<file path="src/rtl/regfile_wr_arbiter.sv">
// regfile_wr_arbiter: merges WB and dcache miss-return writes onto the regfile port, tracks pending misses.
// Optional conflict statistics are built only when RFARB_STATS_EN is defined.
module regfile_wr_arbiter #(
  parameter int DW = 32,
  parameter int AW = 5,
  parameter int QDEPTH = 2,
  parameter int STARVE = 4
) (
  input  logic                 clk,
  input  logic                 rst,
  input  logic                 pipe_we,
  input  logic [AW-1:0]        pipe_wa,
  input  logic [DW-1:0]        pipe_wd,
  input  logic                 mem_valid,
  input  logic [AW-1:0]        mem_wa,
  input  logic [DW-1:0]        mem_wd,
  output logic                 mem_ready,
  input  logic                 pend_set,
  input  logic [AW-1:0]        pend_wa,
  input  logic [AW-1:0]        chk_ra1,
  input  logic [AW-1:0]        chk_ra2,
  input  logic [AW-1:0]        chk_wa,
  output logic                 stall,
  output logic                 pipe_hold,
  output logic                 rf_we,
  output logic [AW-1:0]        rf_wa,
  output logic [DW-1:0]        rf_wd,
  output logic [(1<<AW)-1:0]   pend_vec,
  output logic [15:0]          stat_conf
);
  localparam int NR = 1 << AW;
  localparam int PW = $clog2(QDEPTH);
  localparam int SW = $clog2(STARVE + 1);

  logic [AW-1:0] q_wa [QDEPTH];
  logic [DW-1:0] q_wd [QDEPTH];
  logic [PW-1:0] rd_ptr, wr_ptr;
  logic [PW:0]   cnt, cnt_nxt;
  logic          full, empty, pipe_req, pop, push;
  logic [SW-1:0] wait_cnt;
  logic [NR-1:0] pend, pend_nxt;

  assign pipe_req = pipe_we & (|pipe_wa);
  assign empty    = cnt == '0;
  assign pop      = !pipe_req & !empty;
  assign push     = mem_valid & mem_ready & (|mem_wa);
  assign cnt_nxt  = cnt + {{PW{1'b0}}, push} - {{PW{1'b0}}, pop};

  // full is registered so acceptance never depends on a same-cycle pop
  always_ff @(posedge clk or posedge rst)
    if (rst) begin
      rd_ptr <= '0;
      wr_ptr <= '0;
      cnt    <= '0;
      full   <= 1'b0;
    end else begin
      rd_ptr <= pop ? rd_ptr + PW'(1) : rd_ptr;
      wr_ptr <= push ? wr_ptr + PW'(1) : wr_ptr;
      cnt    <= cnt_nxt;
      full   <= cnt_nxt == (PW+1)'(QDEPTH);
    end

  always_ff @(posedge clk)
    if (push) begin
      q_wa[wr_ptr] <= mem_wa;
      q_wd[wr_ptr] <= mem_wd;
    end

  always_comb begin
    pend_nxt = pend;
    if (pop) pend_nxt[q_wa[rd_ptr]] = 1'b0;
    if (pend_set && |pend_wa) pend_nxt[pend_wa] = 1'b1;
    pend_nxt[0] = 1'b0;
  end

  always_ff @(posedge clk or posedge rst)
    if (rst) pend <= '0;
    else pend <= pend_nxt;

  always_ff @(posedge clk or posedge rst)
    if (rst) wait_cnt <= '0;
    else if (pop) wait_cnt <= '0;
    else if (!empty && wait_cnt != SW'(STARVE)) wait_cnt <= wait_cnt + SW'(1);

  assign pend_vec  = pend;
  assign mem_ready = !rst & !full;
  assign stall     = !rst & (pend[chk_ra1] | pend[chk_ra2] | pend[chk_wa]);
  assign pipe_hold = !rst & (wait_cnt >= SW'(STARVE));
  assign rf_we     = !rst & (pipe_req | !empty);
  assign rf_wa     = rst ? '0 : pipe_req ? pipe_wa : !empty ? q_wa[rd_ptr] : '0;
  assign rf_wd     = rst ? '0 : pipe_req ? pipe_wd : !empty ? q_wd[rd_ptr] : '0;

`ifdef RFARB_STATS_EN
  logic [15:0] conf;
  always_ff @(posedge clk or posedge rst)
    if (rst) conf <= '0;
    else if (pipe_req && !empty && conf != 16'hFFFF) conf <= conf + 16'd1;
  assign stat_conf = conf;
`else
  assign stat_conf = 16'h0000;
`endif
endmodule

</file>
<file path="config.mk">
export PLATFORM = sky130hd
export DESIGN_NAME = regfile_wr_arbiter
export DESIGN_NICKNAME = d
export VERILOG_FILES = /design/src/rtl/regfile_wr_arbiter.sv
export SDC_FILE = /design/constraint.sdc
export NUM_CORES = 1
export LEC_CHECK = 0
export BUFFER_PORTS_ARGS = -buffer_cell sky130_fd_sc_hd__buf_2
export CORE_ASPECT_RATIO = 0.8
export CORE_MARGIN = 3
export CORE_UTILIZATION = 45
export CTS_BUF_LIST = sky130_fd_sc_hd__clkbuf_2 sky130_fd_sc_hd__clkbuf_4 sky130_fd_sc_hd__clkbuf_8
export DETAILED_ROUTE_END_ITERATION = 7
export PLACE_DENSITY = 0.74
export SYNTH_ARGS = -nofsm -noshare
export SYNTH_HDL_FRONTEND = slang
export SYNTH_SLANG_ARGS = --single-unit
</file>
<file path="constraint.sdc">
create_clock -name clk -period 2.4 [get_ports clk]
set_input_delay 0.24 -clock clk [delete_from_list [all_inputs] [get_ports clk]]
set_output_delay 0.24 -clock clk [all_outputs]
set_load 0.02 [all_outputs]
</file>
# Word-level counts from Yosys, hierarchy flattened
# Memory sizes are Yosys's and may differ from the RTL's.
# Index checks and enable logic that the tools add are counted.
# classes
n_addsub	5
magnitude_cmp	8
n_eq_ne	2
n_mux	22
n_bitwise	14
n_reduce_logical	13
# op_table
operator	n
two-way mux 32 bit	5
bitwise AND 32 bit	1
NOT 32 bit	1
OR 32 bit	1
less-than comparator 5 x 6 -> 1 bit (second input constant)	5
binary-select mux 1 bit (select 5 bit)	3
two-way mux 5 bit	3
OR reduction 5 bit	3
demux 1 bit (select 5 bit)	2
>= comparator 5 x 1 -> 1 bit (second input constant)	2
bitwise AND 1 bit	8
two-way mux 1 bit	7
two-way mux 3 bit	2
logical AND 1 bit	4
logical NOT 1 bit	4
adder 3 x 1 -> 3 bit (second input constant)	1
>= comparator 3 bit (second input constant)	1
!= test 3 bit (second input constant)	1
OR 1 bit	3
adder 1 bit (second input constant)	2
adder 2 x 1 -> 2 bit	1
equality test 2 bit (second input constant)	1
logical NOT 2 bit	1
nonzero test 2 bit	1
subtractor 2 x 1 -> 2 bit	1
# totals
register_bits	39
ram_bits	74
inputBits	99
output_inout_bits	89
wordCells	72
mem_count	2
# memory_table
memory	words	word_bits	read_ports	rd_ports_with_merged_regs	wr	line	text
q_wd	2	32	1	0	1	36	logic [DW-1:0] q_wd [QDEPTH];
q_wa	2	5	1	0	1	35	logic [AW-1:0] q_wa [QDEPTH];

# Longest topological paths before layout
# An unclocked memory read counts as a cell.
# logic_depth
depth_word	10
ltp_mapped	10
ltp_nobuf	9

# Worst setup path after synthesis
# OpenSTA, ideal clock, no wires.
# synth_path
kind	input to register
startpoint	input rst
endpoint	memory q_wa[0][0], enable pin
setup_time_ps	431
arrival_ps	2576
slack_ps	-607
path_stages	4
cell_sequence	clkbuf_1 -> nor2_1 -> o211ai_1 -> nor2_1
# synth_between
elab_chain_cells	6
# synth_lines
element	line	text
from (decl)	10	input logic rst,
logical NOT 1 bit	86	assign mem_ready = !rst & !full;
bitwise AND 1 bit	86	
named net mem_ready	17	output logic mem_ready,
bitwise AND 1 bit (2 in a row)	46	assign push = mem_valid & mem_ready & (|mem_wa);
two-way mux 1 bit	64	if (push) begin
two-way mux 1 bit (implied by the code)	65	q_wa[wr_ptr] <= mem_wa;
to (decl)	35	
# The timed path passes the listed nets, and every way through them passes these cells.

# Worst setup path in the final report
# layout_path
startpoint	register pend[15], in the netlist pend_vec[15]
endpoint	output stall
# layout_between
elab_chain_cells	5
word_cells_on_any_way	9
cone_classes	mux: 6; bitwise: 3
# layout_lines
element	line	text
from (decl)	41	logic [NR-1:0] pend, pend_nxt;
from (signal assigned)	78	else pend <= pend_nxt;
binary-select mux 1 bit (select 5 bit)	87	assign stall = !rst & (pend[chk_ra1] | pend[chk_ra2] | pend[chk_wa]);
two-way mux 1 bit (implied by the code)	87	
OR 1 bit	87	
OR 1 bit (*)	87	
bitwise AND 1 bit (*)	87	
to (decl)	23	output logic stall,
# Every way passes the cells marked *; elsewhere a longest branch is shown, timed or not. The select of a mux whose other input is x is not followed.

==> flow_metrics.env <==
export IMPL_iteration_0_drc_markers=368
export IMPL_clk_latency_ns=0.41
export IMPL_post_drt_wl_per_cell_um=18.3
export IMPL_final_worst_path_period_need_ns=2.55
export IMPL_port_buffers=170
export IMPL_finalPower_w=0.00862
export IMPL_skew_ns=0.0117
export IMPL_rsz0062_at_grt="true"
export IMPL_worstPathCellList="mux4_2, o2111a_1, a2111oi_4, a41oi_2, buf_4"
export IMPL_netlist_cell_type_count=46
export IMPL_syn_inst=523
export IMPL_ys_top_cells_by_count="sky130_fd_sc_hd__edfxtp_1, sky130_fd_sc_hd__o21ai_0, sky130_fd_sc_hd__nor2_1"
export IMPL_endpoint_kind="output port"
export IMPL_violations="negative setup slack"
export IMPL_finalCoreUtilization_pct=62.8
export IMPL_hold_viol=0
export IMPL_cts_max_level=4
export IMPL_number_of_enable_type_register_cells_in_the_synthesized_netlist=74
export IMPL_count_of_max_cap_constraint_violations=0
export IMPL_final_layout_size_suffix_gt1_share_pct=36.0
export IMPL_critical_path_required_ns=2.16
export IMPL_post_synth_top_count_cell="sky130_fd_sc_hd__edfxtp_1"
export IMPL_die_h_um=109
export IMPL_postSynthRegisterBits=113
export IMPL_area_growth_syn_to_layout_pct=32.9
export IMPL_number_of_warning_messages_in_the_yosys_log=0
export IMPL_first_pass_iters=7
export IMPL_design_die_area_mm2=0.0146
export IMPL_reg2reg_from="full"
export IMPL_first_global_vias=5166
export IMPL_worst_hold_path_endpoint="q_wa[0][1]"
export IMPL_initial_utilization_pct=47.2
export IMPL_core_rowCount=36
export IMPL_ys_flop_type="sky130_fd_sc_hd__edfxtp_1"
export IMPL_syn_cell_area_mm2=0.00592
export IMPL_core_mm2=0.0125
export IMPL_timing_critical_path_fanout_max=5
export IMPL_grt_max_degree=65
export IMPL_timing_hold_worst_class="input port to flop"
export IMPL_tritoncts_num_sinks=113
export IMPL_post_synth_main_area_contributors="sky130_fd_sc_hd__edfxtp_1, sky130_fd_sc_hd__dfrtp_1, sky130_fd_sc_hd__mux2i_1"
export IMPL_post_place_ws_ns=0.108
export IMPL_die_width_um=134
export IMPL_grt_antenna_before_repair=2
export IMPL_depth_of_the_worst_register_to_register_path=4
export IMPL_worstPathBufferInverterCount=1
export IMPL_first_pass_grt_wire_length_mm=26.6
export IMPL_worstHoldPathCells=1
export IMPL_finalWorstSetupSlack_ns=-0.155
export IMPL_gp_congestion=1.02
export IMPL_cpMaxStageDelayCell="sky130_fd_sc_hd__mux4_2"
export IMPL_finalCritPeriodShare_pct=106
export IMPL_r2r_end="q_wd[0][26]"
export IMPL_boundaryPins=188
export IMPL_stdcell_area_mm2=0.00786
export IMPL_route_antenna_remaining_nets=0
export IMPL_grt_usage_pct=23.3
export IMPL_place_hpwl_mm=11.8
export IMPL_cts_max_path_buffers=2
export IMPL_ff2ff_setup_slack_ns=0.36
export IMPL_drcViolationCount=0
export IMPL_cts_root_buffer_cell="sky130_fd_sc_hd__clkbuf_8"
export IMPL_yosysSeqAreaShare_pct=54.1
export IMPL_syn_mean_instance_area_um2=11.3
export IMPL_synth_top_cell_area_share_pct=37.6
export IMPL_asyncSetResetFlopFracSynth_pct=34.5
export IMPL_n_antenna_cell=0
export IMPL_crit_arrival_ns=2.31
export IMPL_cts_tree="built"
export IMPL_power_per_cell_area_mw_per_mm2=1100
export IMPL_setup_violations=1
export IMPL_max_stage_delay_ns=0.48
export IMPL_globalRoute_totalOverflow=0
export IMPL_status="finished, violations left"
export IMPL_num_vias=5278
export IMPL_crit_path_start_kind="flop"
export IMPL_max_clock_freq_mhz=391
export IMPL_critical_path_top_delay_family="compound AO/OA/AOI/OAI gates"
export IMPL_worst_slew_pin_transition_ns=1.10
export IMPL_numCtsBuffers=17
export IMPL_crit_type="flop to output port"
export IMPL_final_number_of_max_transition_violations=0
export IMPL_hp_start="mem_wa[1]"
export IMPL_worst_slew_margin_rel_pct=26.6
export IMPL_synth_top_cell_by_area="sky130_fd_sc_hd__edfxtp_1"
export IMPL_finalWirelength_mm=16.9
export IMPL_num_nets_final=843
export IMPL_viasPerCell=5.71
export IMPL_clkTransAtPathRegs_ns=0.07
export IMPL_leakage_nw=3.31
export IMPL_dpl_cell_area_mm2=0.00694
export IMPL_vdd_ir_drop_worst_v=0.000483
-- timing repair --
action | 4_1_cts | 5_1_grt
endpoints found under the hold margin | 62 | 0
hold buffers | 31 | 0
endpoints found under the setup margin | 1 | 10
pin swaps | 5 | 2
setup buffers | 11 | 2
gates resized for setup | 6 | 11
-- registers in the layout, indices dropped and copies added (netlist names) --
register  cells
wait_cnt      3
rd_ptr        1
cnt           2
full          1
q_wd         64
pend_vec     31
wr_ptr        1
q_wa         10
-- where the power goes --
group	internal, W	switching [W]	leakage [nW]
Sequential	0.00258	0.000482	1.14
Combinational	0.00148	0.00201	1.95
Clock	0.00133	0.000732	0.230
-- worst max path at each step --
| stage | slack (ns) | startpoint | cells past startpoint | end |
|---|---|---|---|---|
| 2_1_floorplan | -0.02 | rst | 4 | q_wa[0][0] |
| 3_3_place_gp | 0.18 | pipe_wa[1] | 8 | rf_wd[16] |
| 3_5_place_dp | 0.11 | pipe_wa[1] | 10 | full |
| 4_1_cts | -0.11 | pend_vec[29] | 6 | stall |
| 5_1_grt | -0.24 | pend_vec[23] | 6 | stall |
| 6_report | -0.15 | pend_vec[15] | 5 | stall |
-- through the flow --
step	TNS, ns	hold slack [ns]	instances
global placement	0	0.428	848
detailed placement	0	0.431	848
finish	-0.155	0.0381	924
CTS	-0.105	0.000730	922
global route	-0.243	0.00641	924
floorplan	-1.78	0.339	539
-- cells by family after synthesis --
kind of cell,Yosys count,share of synthesized area [%]
mux,68,15.2
compound gates,128,12.0
buf+inv,59,5.01
fa+ha+maj,4,0.846
simple gates,146,12.1
xor+xnor,4,0.592
other cells,1,0.0634
flops,113,54.1
-- layout by cell type, fill, tap and decap left out, types with 6 or more instances in the layout --
| master | instances |
|---|---|
| sky130_fd_sc_hd__inv_1 | 11 |
| sky130_fd_sc_hd__bufinv_16 | 6 |
| sky130_fd_sc_hd__conb_1 | 17 |
| sky130_fd_sc_hd__mux2i_1 | 44 |
| sky130_fd_sc_hd__clkbuf_8 | 17 |
| sky130_fd_sc_hd__nand3_1 | 7 |
| sky130_fd_sc_hd__o21ai_0 | 52 |
| sky130_fd_sc_hd__o21ai_1 | 12 |
| sky130_fd_sc_hd__mux4_2 | 17 |
| sky130_fd_sc_hd__nor2_1 | 43 |
| sky130_fd_sc_hd__edfxtp_1 | 74 |
| sky130_fd_sc_hd__dfrtp_1 | 30 |
| sky130_fd_sc_hd__dfrtp_2 | 9 |
| sky130_fd_sc_hd__nor3_1 | 32 |
| sky130_fd_sc_hd__buf_4 | 27 |
| sky130_fd_sc_hd__nor2b_1 | 8 |
| sky130_fd_sc_hd__buf_2 | 169 |
| sky130_fd_sc_hd__nand3b_1 | 6 |
| sky130_fd_sc_hd__dlygate4sd3_1 | 31 |
| sky130_fd_sc_hd__a21oi_1 | 44 |
| sky130_fd_sc_hd__nand2_1 | 22 |
| sky130_fd_sc_hd__mux2_2 | 7 |
-- area by class of cell --
cell class | count | area, um^2
Fill cell | 967 | 4660
Timing Repair Buffer | 230 | 1400
Inverter | 11 | 41.3
Clock buffer | 18 | 241
Tap cell | 171 | 214
Clock inverter | 14 | 218
Sequential cell | 113 | 3210
Multi-Input combinational cell | 367 | 2540
-- routing by layer --
layer	part of all wire (%)	vias up	GRT usage [%]
li1	-	2377	-
met1	38	2527	29.2
met2	49	350	38.7
met5	0.13	-	0
met4	1.3	4	7.78
met3	11	20	7.40
(Power assumes the default switching activity.)
